### config.mk
export PLATFORM = sky130hd
export DESIGN_NAME = aes_dma_ctrl
export DESIGN_NICKNAME = d
export VERILOG_FILES = /design/src/rtl/aes_pkg.sv /design/src/rtl/aes_blk_buf.sv /design/src/rtl/aes_dma_ctrl.sv
export SDC_FILE = /design/constraint.sdc
export NUM_CORES = 1
export LEC_CHECK = 0
export BUFFER_PORTS_ARGS = -buffer_cell sky130_fd_sc_hd__buf_2
export CELL_PAD_IN_SITES_DETAIL_PLACEMENT = 2
export CELL_PAD_IN_SITES_GLOBAL_PLACEMENT = 2
export CORE_MARGIN = 2
export CORE_UTILIZATION = 34
export CTS_BUF_LIST = sky130_fd_sc_hd__clkbuf_4
export CTS_CLUSTER_DIAMETER = 40
export DETAILED_ROUTE_END_ITERATION = 12
export PLACE_DENSITY = 0.88
export SETUP_SLACK_MARGIN = 0.05
export SLEW_MARGIN = 20
export SYNTH_ARGS = -nofsm -noshare
export SYNTH_HDL_FRONTEND = slang
export SYNTH_SLANG_ARGS = --single-unit
### constraint.sdc
create_clock -name clk -period 13.1 [get_ports clk]
set_input_delay 0.655 -clock clk [delete_from_list [all_inputs] [get_ports clk]]
set_output_delay 0.655 -clock clk [all_outputs]
set_load 0.02 [all_outputs]
### src/rtl/aes_pkg.sv
// Shared definitions for the memory-mapped AES unit.
//   - XRAM register map of the AES unit (key bytes, op, state, opaddr, oplen)
//   - op encodings and STATE field encodings read back by firmware
//   - local encodings of the DMA sequencer FSM
package aes_pkg;

  localparam int unsigned AES_BLK_BYTES = 16;

  // Register map.
  localparam logic [15:0] AES_REG_KEY00  = 16'hff00;
  localparam logic [15:0] AES_REG_KEY01  = 16'hff02;
  localparam logic [15:0] AES_REG_KEY02  = 16'hff04;
  localparam logic [15:0] AES_REG_KEY03  = 16'hff06;
  localparam logic [15:0] AES_REG_KEY04  = 16'hff08;
  localparam logic [15:0] AES_REG_KEY05  = 16'hff0a;
  localparam logic [15:0] AES_REG_KEY06  = 16'hff0c;
  localparam logic [15:0] AES_REG_KEY07  = 16'hff0e;
  localparam logic [15:0] AES_REG_OP     = 16'hff80;
  localparam logic [15:0] AES_REG_STATE  = 16'hff82;
  localparam logic [15:0] AES_REG_OPADDR = 16'hff84;
  localparam logic [15:0] AES_REG_OPLEN  = 16'hff86;

  // Operation direction.
  localparam logic AES_OP_ENCRYPT = 1'b0;
  localparam logic AES_OP_DECRYPT = 1'b1;

  // STATE register field.
  localparam logic [1:0] AES_STATE_IDLE       = 2'd0;
  localparam logic [1:0] AES_STATE_ENCRYPTING = 2'd1;
  localparam logic [1:0] AES_STATE_DECRYPTING = 2'd2;

  // DMA sequencer states.
  typedef enum logic [2:0] {
    StIdle,
    StRd,
    StCrypt,
    StWr,
    StFin
  } aes_dma_st_e;

  // STATE field value for a given sequencer state and latched op.
  function automatic logic [1:0] aes_state_field(input aes_dma_st_e st, input logic op);
    if (st == StIdle) begin
      return AES_STATE_IDLE;
    end
    return (op == AES_OP_DECRYPT) ? AES_STATE_DECRYPTING : AES_STATE_ENCRYPTING;
  endfunction

endpackage

### src/rtl/aes_blk_buf.sv
// 16-byte AES block buffer.
//   clk, rst     : clock, asynchronous active-high reset (clears the buffer)
//   wr_en_i      : write wr_byte_i into byte lane wr_idx_i
//   ld_en_i      : parallel load of ld_data_i (wins over a byte write)
//   rd_idx_i     : byte lane presented on rd_byte_o
//   data_o       : full 128-bit contents, byte 0 in bits [7:0]
module aes_blk_buf
  import aes_pkg::*;
(
  input  logic         clk,
  input  logic         rst,
  input  logic         wr_en_i,
  input  logic [3:0]   wr_idx_i,
  input  logic [7:0]   wr_byte_i,
  input  logic         ld_en_i,
  input  logic [127:0] ld_data_i,
  input  logic [3:0]   rd_idx_i,
  output logic [7:0]   rd_byte_o,
  output logic [127:0] data_o
);

  localparam int unsigned Width = AES_BLK_BYTES * 8;

  logic [Width-1:0] data_q, data_d;

  always_comb begin
    data_d = data_q;
    if (ld_en_i) begin
      data_d = ld_data_i;
    end else if (wr_en_i) begin
      data_d[{wr_idx_i, 3'b000} +: 8] = wr_byte_i;
    end
  end

  always_ff @(posedge clk or posedge rst) begin
    if (rst) begin
      data_q <= '0;
    end else begin
      data_q <= data_d;
    end
  end

  assign rd_byte_o = data_q[{rd_idx_i, 3'b000} +: 8];
  assign data_o    = data_q;

endmodule

### src/rtl/aes_dma_ctrl.sv
// AES DMA sequencer. On start it walks XRAM from opaddr in 16-byte blocks
// (oplen[15:4] blocks, trailing partial block ignored): reads a block over the
// XRAM master port, runs it through the AES core and writes the result back
// in place.
//   clk, rst          : clock, asynchronous active-high reset
//   start/op/opaddr/oplen : operation request, sampled on start in IDLE
//   state, done       : STATE field (0 idle, 1 encrypting, 2 decrypting), done pulse
//   xm_*              : XRAM master (stb/wr/addr/wdata out, ack/rdata in)
//   core_*            : AES core handshake (start pulse, direction, block in/out)
// All outputs are registered.
module aes_dma_ctrl
  import aes_pkg::*;
#(
  parameter int unsigned BLK_BYTES = 16,
  parameter int unsigned AW        = 16
) (
  input  logic          clk,
  input  logic          rst,
  input  logic          start,
  input  logic          op,
  input  logic [AW-1:0] opaddr,
  input  logic [15:0]   oplen,
  output logic [1:0]    state,
  output logic          done,
  output logic [AW-1:0] xm_addr,
  output logic [7:0]    xm_wdata,
  output logic          xm_wr,
  output logic          xm_stb,
  input  logic          xm_ack,
  input  logic [7:0]    xm_rdata,
  output logic          core_start,
  output logic          core_dec,
  output logic [127:0]  core_in,
  input  logic [127:0]  core_out,
  input  logic          core_done
);

  aes_dma_st_e   st_q, st_d;
  logic          op_q, op_d;
  logic [AW-1:0] ptr_q, ptr_d;
  logic [11:0]   nblk_q, nblk_d;
  logic [3:0]    bc_q, bc_d;

  logic [1:0]    state_q, state_d;
  logic          done_q, done_d;
  logic [AW-1:0] xm_addr_q, xm_addr_d;
  logic [7:0]    xm_wdata_q, xm_wdata_d;
  logic          xm_wr_q, xm_wr_d;
  logic          xm_stb_q, xm_stb_d;
  logic          core_start_q, core_start_d;
  logic          core_dec_q, core_dec_d;

  logic          ack;
  logic          in_wr, in_clr, res_ld;
  logic [7:0]    res_rd_byte;
  logic [7:0]    unused_in_rd_byte;
  logic [127:0]  unused_res_data;

  // Acks are only meaningful while the strobe is actually up.
  assign ack = xm_ack & xm_stb_q;

  aes_blk_buf u_in_buf (
    .clk       (clk),
    .rst       (rst),
    .wr_en_i   (in_wr),
    .wr_idx_i  (bc_q),
    .wr_byte_i (xm_rdata),
    .ld_en_i   (in_clr),
    .ld_data_i ('0),
    .rd_idx_i  (4'd0),
    .rd_byte_o (unused_in_rd_byte),
    .data_o    (core_in)
  );

  aes_blk_buf u_res_buf (
    .clk       (clk),
    .rst       (rst),
    .wr_en_i   (1'b0),
    .wr_idx_i  (4'd0),
    .wr_byte_i (8'd0),
    .ld_en_i   (res_ld),
    .ld_data_i (core_out),
    .rd_idx_i  (bc_d),
    .rd_byte_o (res_rd_byte),
    .data_o    (unused_res_data)
  );

  always_comb begin
    st_d         = st_q;
    op_d         = op_q;
    ptr_d        = ptr_q;
    nblk_d       = nblk_q;
    bc_d         = bc_q;
    in_wr        = 1'b0;
    in_clr       = 1'b0;
    res_ld       = 1'b0;
    done_d       = 1'b0;
    core_start_d = 1'b0;

    unique case (st_q)
      StIdle: begin
        if (start) begin
          op_d   = op;
          ptr_d  = opaddr;
          nblk_d = oplen[15:4];
          bc_d   = 4'd0;
          in_clr = 1'b1;
          st_d   = (oplen[15:4] == 12'd0) ? StFin : StRd;
        end
      end
      StRd: begin
        if (ack) begin
          in_wr = 1'b1;
          if (bc_q == 4'hf) begin
            bc_d         = 4'd0;
            core_start_d = 1'b1;
            st_d         = StCrypt;
          end else begin
            bc_d = bc_q + 4'd1;
          end
        end
      end
      StCrypt: begin
        if (core_done) begin
          res_ld = 1'b1;
          bc_d   = 4'd0;
          st_d   = StWr;
        end
      end
      StWr: begin
        if (ack) begin
          if (bc_q == 4'hf) begin
            bc_d   = 4'd0;
            ptr_d  = ptr_q + AW'(BLK_BYTES);
            nblk_d = nblk_q - 12'd1;
            st_d   = (nblk_q == 12'd1) ? StFin : StRd;
          end else begin
            bc_d = bc_q + 4'd1;
          end
        end
      end
      StFin: begin
        done_d = 1'b1;
        st_d   = StIdle;
      end
      default: st_d = StIdle;
    endcase

    // Registered bus outputs are computed from the next-state values so they
    // line up with the state the FSM is entering.
    xm_stb_d  = (st_d == StRd) || (st_d == StWr);
    xm_wr_d   = (st_d == StWr);
    xm_addr_d = xm_stb_d ? (ptr_d + AW'(bc_d)) : xm_addr_q;

    // Byte 0 of a fresh result is taken straight from the core since the
    // result buffer only loads on this same edge.
    xm_wdata_d = xm_wdata_q;
    if (st_d == StWr) begin
      xm_wdata_d = res_ld ? core_out[7:0] : res_rd_byte;
    end

    state_d    = aes_state_field(st_d, op_d);
    core_dec_d = op_d;
  end

  always_ff @(posedge clk or posedge rst) begin
    if (rst) begin
      st_q         <= StIdle;
      op_q         <= 1'b0;
      ptr_q        <= '0;
      nblk_q       <= '0;
      bc_q         <= '0;
      state_q      <= AES_STATE_IDLE;
      done_q       <= 1'b0;
      xm_addr_q    <= '0;
      xm_wdata_q   <= '0;
      xm_wr_q      <= 1'b0;
      xm_stb_q     <= 1'b0;
      core_start_q <= 1'b0;
      core_dec_q   <= 1'b0;
    end else begin
      st_q         <= st_d;
      op_q         <= op_d;
      ptr_q        <= ptr_d;
      nblk_q       <= nblk_d;
      bc_q         <= bc_d;
      state_q      <= state_d;
      done_q       <= done_d;
      xm_addr_q    <= xm_addr_d;
      xm_wdata_q   <= xm_wdata_d;
      xm_wr_q      <= xm_wr_d;
      xm_stb_q     <= xm_stb_d;
      core_start_q <= core_start_d;
      core_dec_q   <= core_dec_d;
    end
  end

  assign state      = state_q;
  assign done       = done_q;
  assign xm_addr    = xm_addr_q;
  assign xm_wdata   = xm_wdata_q;
  assign xm_wr      = xm_wr_q;
  assign xm_stb     = xm_stb_q;
  assign core_start = core_start_q;
  assign core_dec   = core_dec_q;

endmodule

==> results.toml, run 1 <==
[status]
outcome = "complete, no violations"

[clock_tree]
postCtsResizedCells = 0
cts_root_buffer = "clkbuf_4"
cts_tree = "done"
cts.sinks = 322
cts_setup_buffers = 0
clockBufferDepth = 3
holdBufCountCts = 117
clk_latency_ns = 0.87
numCtsBuffers = 94
cts.reportedPaths.clkPinSlew_ns = 0.07
htree_levels = 3

[drt]
vias = 14100
drt_iter0_markers = 912
drtAntennaViolNets = 0
drc = 0
drt-pass1-iter-count = 5
routedWlPerCell_um = 25.43
viasPerCell = 5.357
wl_um = 66930

[grt]
grt_pass1_wl_um = 100700
antenna_found_initial = 12
grt_start_max_net_pins = 129
track_usage = 0.2989
grt_pass1_vias = 16321
overflow = 0

[logic_synthesis]
yosysUniqueCellTypes = 85
synth_edf_count = 0
syn_inst = 1498
yosysSeqAreaShare = 0.5480
synth_area_per_cell_um2 = 9.816
synthArstFlopShare = 1.000
synth-warning-count = 0
ys.flop_type = "dfrtp_1"
syn_area_mm2 = 0.01470
yosys_register_bits = 322
syn-num-nets = 1684

[worst_setup_path]
worstPathArrival_ns = 5.08
end_kind = "register"
path_class = "reg2reg"
crit_buf_inv = 1
cp_slowest_cell = "dfrtp_1"
rr_worst_depth = 12
rr_endpoint = "xm_addr[12]"
critPathMaxFanout = 19
crit_required_ns = 13.83
worstPathCellList = "mux2_2 -> nand2_1 -> a32o_1 -> inv_2 -> fa_1 -> nor2b_1 -> o21ai_0 -> nand2b_1 -> nand3_1 -> nor3_4 -> a31oi_1 -> o31ai_1"
cp-startpoint = "st_q[1]"
cpLargestDelayFamily = "compound AO/OA/AOI/OAI gates"
r2r_start = "st_q[1]"
cp_num_cells = 12
max_stage_delay_ns = 0.83
critPathCapture = "xm_addr[12]"
start_kind = "register"
rrSetupSlack_ns = 8.75

[timing]
fmax_mhz = 229.9
tns_ns = 0
slew_violations = 0
period_share = 0.3321
setup_viol = 0
period_needed_ns = 4.350
worst_clock_skew_ns = 0.07248
slew-limit-headroom = 0.3318
hold_viol = 0
grt_setup_unrepaired = "false"
worst_pin_slew_ns = 0.9979

[placement]
port_buffers = 328
hpwl_um = 38380
gp_congestion = 0.8158
numPlacedInstances = 2333
dpl_cell_area_mm2 = 0.01678

[power]
sw_frac_of_total = 0.4493
peakVddDrop_v = 0.0001002
total_power_mw = 4.732
p_int_mw = 2.606
combPwrFrac = 0.411
seqPwrFrac = 0.376
clockPowerShare = 0.213
powerDensity_mw_per_mm2 = 246.6
leakage_nw = 10.02
p_sw_mw = 2.126

[floorplan]
initial_core_util = 0.3429
core-area_mm2 = 0.04289
ios = 333
die_h_um = 212.0
die_w_um = 212.0
dieArea_mm2 = 0.04493
rows = 76

[finish]
drive_gt1_frac = 0.2692
finalInstanceArea_mm2 = 0.01919
utilization = 0.4474
area_delta_synth_final_pct = 30.49
layoutNonFillerInstCount = 2632
nNetsFinal = 2147

[run]
max_cap_viol_count = 0

[hold_path]
hold_path.class = "in2reg"
hold_path_depth = 3
==> worst min-delay path by stage <==
stage                                     from              endpoint
after floorplan           u_res_buf.data_o[32]  u_res_buf.data_o[32]
after global placement    u_res_buf.data_o[36]  u_res_buf.data_o[36]
after detailed placement  u_res_buf.data_o[52]  u_res_buf.data_o[52]
after CTS                         core_out[18]  u_res_buf.data_o[18]
after global routing              core_out[18]  u_res_buf.data_o[18]
final                             core_out[18]  u_res_buf.data_o[18]
==> worst register-to-register path, delay by kind of cell (launching register included) <==
kind / cells / cell delay [ns]
compound gates: 4 / 1.26
fa+ha+maj: 1 / 0.50
buf+inv: 1 / 0.37
flops: 1 / 0.83
mux: 1 / 0.43
simple gates: 5 / 0.90
==> sequential cells by signal, indices dropped and copies added (netlist names) <==
name,cells
state,2
xm_addr,16
st_q,3
done,1
xm_stb,1
core_dec,1
bc_q,4
nblk_q,12
core_start,1
u_res_buf.data_o,128
u_in_buf.data_o,128
ptr_q,16
xm_wr,1
xm_wdata,8
==> cell usage after synthesis, drive strengths merged (3+ instances only) <==
master | count | area [µm²]
a211oi | 4 | 30.03
a21oi | 61 | 316.6
a221oi | 8 | 70.07
a22o | 35 | 306.5
a22oi | 3 | 22.52
a31oi | 5 | 46.29
and2 | 5 | 31.28
and3 | 9 | 57.56
and4 | 4 | 36.29
buf | 24 | 157.6
clkbuf | 67 | 272.8
dfrtp | 322 | 8058
ha | 11 | 137.6
inv | 25 | 93.84
mux2i | 66 | 660.6
mux4 | 24 | 540.5
nand2 | 481 | 1815
nand3 | 52 | 260.3
nand3b | 3 | 22.52
nand4 | 8 | 50.05
nor2 | 93 | 349.1
nor2b | 4 | 25.02
nor3 | 21 | 116.4
nor3b | 6 | 67.57
nor4 | 10 | 62.56
o21ai | 65 | 329.1
o22ai | 12 | 75.07
o311ai | 3 | 51.31
o31ai | 6 | 55.05
or3 | 4 | 25.02
or4 | 5 | 45.04
xnor2 | 5 | 43.79
xor2 | 6 | 52.55
==> metrics by stage <==
stage	setup slack, ns	hold WS, ns
detailed placement	8.665	0.4652
CTS	8.601	0.0002604
global placement	8.755	0.4543
floorplan	3.532	0.4403
global route	8.309	0.01759
finish	8.750	0.05537
==> power groups by stage <==
stage / clock (mW) / sequential [mW] / combinational, mW
floorplan: 0 / 1.86 / 1.02
global placement: 0 / 1.70 / 1.72
detailed placement: 0 / 1.74 / 1.83
CTS: 1.01 / 1.74 / 1.90
global route: 1.08 / 1.81 / 2.10
finish: 1.01 / 1.78 / 1.95
==> final cells by class <==
| class | instances | area [µm²] |
|---|---|---|
| Timing Repair Buffer | 458 | 2918 |
| Sequential cell | 322 | 8058 |
| Fill cell | 4644 | 23700 |
| Multi-Input combinational cell | 1060 | 6155 |
| Inverter | 25 | 101.3 |
| Tap cell | 585 | 732.0 |
| Clock buffer | 133 | 998.5 |
| Clock inverter | 34 | 187.7 |
| Antenna cell | 15 | 37.54 |
==> cells in the final DEF (no fill, tap or decap), types with 6 or more instances in the layout <==
master	n
diode_2	15
buf_4	11
a221oi_1	8
inv_1	22
a21oi_1	58
a22o_1	35
mux2i_1	66
dfrtp_1	322
nor3_1	18
xor2_1	6
mux4_2	24
and3_1	7
o21ai_0	64
nor4_1	10
nor2_1	93
nand2_1	479
clkinv_1	25
dlygate4sd3_1	117
clkinv_2	6
buf_2	328
ha_1	11
o22ai_1	12
nand4_1	8
clkbuf_4	133
nand3_1	51
==> cell families (layout without fill, tap and decap cells) <==
group	after synthesis	in the layout	synth area share
simple gates	719	719	0.2118
flops	322	322	0.5480
compound gates	226	226	0.1041
buf+inv	116	650	0.03565
mux	92	92	0.08322
xor+xnor	11	11	0.006552
other cells	0	15	0
fa+ha+maj	12	12	0.01072
==> metal layers <==
metal / track usage / share of wire / up-vias
li1: - / - / 6102
met1: 0.3306 / 0.38 / 7297
met2: 0.5493 / 0.53 / 536
met3: 0.06127 / 0.055 / 161
met4: 0.1348 / 0.037 / 4
met5: 0 / 0.00040 / -
(Power assumes the default switching activity.)
==> run 2: changes to the inputs <==
- ABC_AREA: not set -> 1
- CORE_UTILIZATION: 34 -> 33
- PLACE_DENSITY: 0.88 -> 0.9
- clock period: 13.1 -> 4.3 ns (I/O delays scaled with it)
==> run 2 against run 1 <==
  * Combinational power rose to 3.9 times the previous value
  * Non-clock buffer count up 61
  * Sequential cell count unchanged
  * Fmax up 12%
  * Largest cell class unchanged
  * Sequential share of layout area down 2.6 points
  * Critical endpoint is now xm_addr[14]
==> results.toml, run 2 <==
[grt]
grt_pass1_wl_um = 120200
track_usage = 0.3321
grt_start_max_net_pins = 215
overflow = 0
grt_pass1_vias = 19167
antenna_found_initial = 13

[worst_setup_path]
end_kind = "register"
r2r_start = "st_q[0]"
start_kind = "register"
rr_worst_depth = 19
rr_endpoint = "xm_addr[14]"
crit_required_ns = 5.05
path_class = "reg2reg"
critPathMaxFanout = 6
worstPathArrival_ns = 4.63
rrSetupSlack_ns = 0.42

[power]
powerDensity_mw_per_mm2 = 779.5
peakVddDrop_v = 0.0002970
leakage_nw = 10.25

[timing]
grt_setup_unrepaired = "false"
hold_viol = 0
hold_slack_ns = 0.1075
period_needed_ns = 3.878
setup_viol = 0
tns_ns = 0
worst_clock_skew_ns = 0.08217
slew_violations = 0
slew-limit-headroom = 0.3886
period_share = 0.9018
worst_pin_slew_ns = 0.9101
fmax_mhz = 257.9

[logic_synthesis]
synth-warning-count = 0
syn-num-nets = 2065
synth_area_leaders = "dfrtp_1, nand2_1, o21ai_0, nand3_1, inv_1"
syn_area_mm2 = 0.01522
yosysTopAreaCell = "dfrtp_1"
yosysUniqueCellTypes = 46
yosysMostFrequentCell = "nand2_1"
yosys_register_bits = 322
ys.flop_type = "dfrtp_1"
synth_top_area_share = 0.5293
yosysSeqAreaShare = 0.5293
synth_area_per_cell_um2 = 8.103
syn_inst = 1879
synth_common_cells = "nand2_1, dfrtp_1, o21ai_0"
synthArstFlopShare = 1.000
synth_edf_count = 0

[floorplan]
dieArea_mm2 = 0.04787
initial_core_util = 0.3348
rows = 78
ios = 333
die_w_um = 218.8
die_h_um = 218.8
core-area_mm2 = 0.04548

[drt]
vias = 16590
viasPerCell = 5.360
drt-pass1-iter-count = 4
routedWlPerCell_um = 25.73
drc = 0
drtAntennaViolNets = 0
top_layer = "met5"
wl_met1_um = 30370
drt_iter0_markers = 1291
route.met3.wl_um = 3572
wl_um = 79640
route.met2.wl_um = 42040

[hold_path]
hold_path.class = "in2reg"
min_to = "u_res_buf.data_o[22]"
hold_path_depth = 4
hold_start = "core_out[22]"

[clock_tree]
postCtsResizedCells = 0
htree_levels = 3
cts_root_buffer = "clkbuf_4"
numCtsBuffers = 94
clockBufferDepth = 3
cts_tree = "done"
cts.sinks = 322
clk_latency_ns = 0.91
cts.reportedPaths.clkPinSlew_ns = 0.07

[finish]
multi_input_area_mm2 = 0.005986
drive_gt1_frac = 0.2219
n_fill_cell = 5021
area_delta_synth_final_pct = 34.45
layoutNonFillerInstCount = 3095
utilization = 0.4501
regArea_mm2 = 0.008058
finalInstanceArea_mm2 = 0.02047
nNetsFinal = 2593
final_common_cell = "nand2_1"
layout_common_cells = "nand2_1, buf_2, dfrtp_1"

[placement]
dpl_cell_area_mm2 = 0.01742
numPlacedInstances = 2737
gp_congestion = 0.8263
hpwl_um = 43260
port_buffers = 328

[status]
outcome = "complete, no violations"

[run]
max_cap_viol_count = 0
-- run 2: cell count changes in the layout (fill, tap and decap cells not counted), moves of 13 or more --
cell	delta
o21ai_0	+209
nand2_1	+13
a21oi_1	-29
dlygate4sd3_1	+57
mux4_2	-24
nand3_1	+211
nor2_1	-40
a22o_1	-35
mux2i_1	-66
inv_1	+182
-- run 2: layer usage --
| metal | vias to the layer above | GRT usage |
|---|---|---|
| met3 | 196 | 0.05683 |
| met1 | 8576 | 0.3658 |
| met4 | 2 | 0.1669 |
| li1 | 7236 | - |
| met2 | 580 | 0.6128 |
| met5 | - | 0 |
-- run 2: logic make-up (layout without fill, tap and decap cells) --
family | Yosys count | in the layout | synth area share
other | 0 | 16 | 0
AOI/OAI and AO/OA | 348 | 348 | 0.1211
buffers and inverters | 303 | 903 | 0.07947
DFF | 322 | 322 | 0.5293
and+or+nand+nor | 888 | 888 | 0.2558
adders and majority gates | 12 | 12 | 0.01035
xor gates and xnor gates | 6 | 6 | 0.003945
-- run 2: timing repair --
item                      4_1_cts  5_1_grt
hold buffers                  174        0
buffers inserted                0        0
hold endpoints to repair      337        0
-- run 2: worst max-delay path: stages (launching register included) --
cell and delay [ns]:
dfrtp_1 0.46, nor2_2 0.17, nand2_1 0.13, nor2_4 0.19
nand2_1 0.06, dlygate4sd3_1 0.56, nand2_1 0.10, ha_1 0.17
inv_1 0.06, fa_1 0.45, nand3b_1 0.18, and2_0 0.20
inv_1 0.12, nand2_1 0.11, nor2_2 0.16, nand3_2 0.14
nor2_4 0.17, nand3_1 0.12, nand3_1 0.12, nand2_1 0.06
-- run 2: layout make-up --
cell class / count / share of cell area
inverter: 216 / 0.03991
sequential: 322 / 0.3936
tap: 600 / 0.03667
timing repair buffer: 519 / 0.1733
multi-input combinational: 1254 / 0.2924
clock buffer: 140 / 0.05134
clock inverter: 28 / 0.01070
antenna: 16 / 0.001956
-- run 2: power by group --
part	total (mW)	switching, mW	internal, mW
clock network	3.31	1.59	1.72
registers	5.14	0.850	4.29
logic	7.51	5.43	2.08
total	16.0	7.87	8.09
-- run 2: worst max-delay path by stage --
stage                  from           to
floorplan               rst      bc_q[0]
global placement    bc_q[1]  xm_addr[10]
detailed placement  bc_q[1]  xm_addr[10]
CTS                 st_q[1]  xm_addr[10]
global route        st_q[0]  xm_addr[10]
finish              st_q[0]  xm_addr[14]
-- run 2: through the flow --
step           total power [mW]  setup slack, ns
6_report                  15.96           0.4225
5_1_grt                   16.86           0.1518
4_1_cts                   15.51           0.5349
3_5_place_dp              11.83           0.5999
3_3_place_gp              11.34           0.8313
2_1_floorplan             9.206          -0.2098
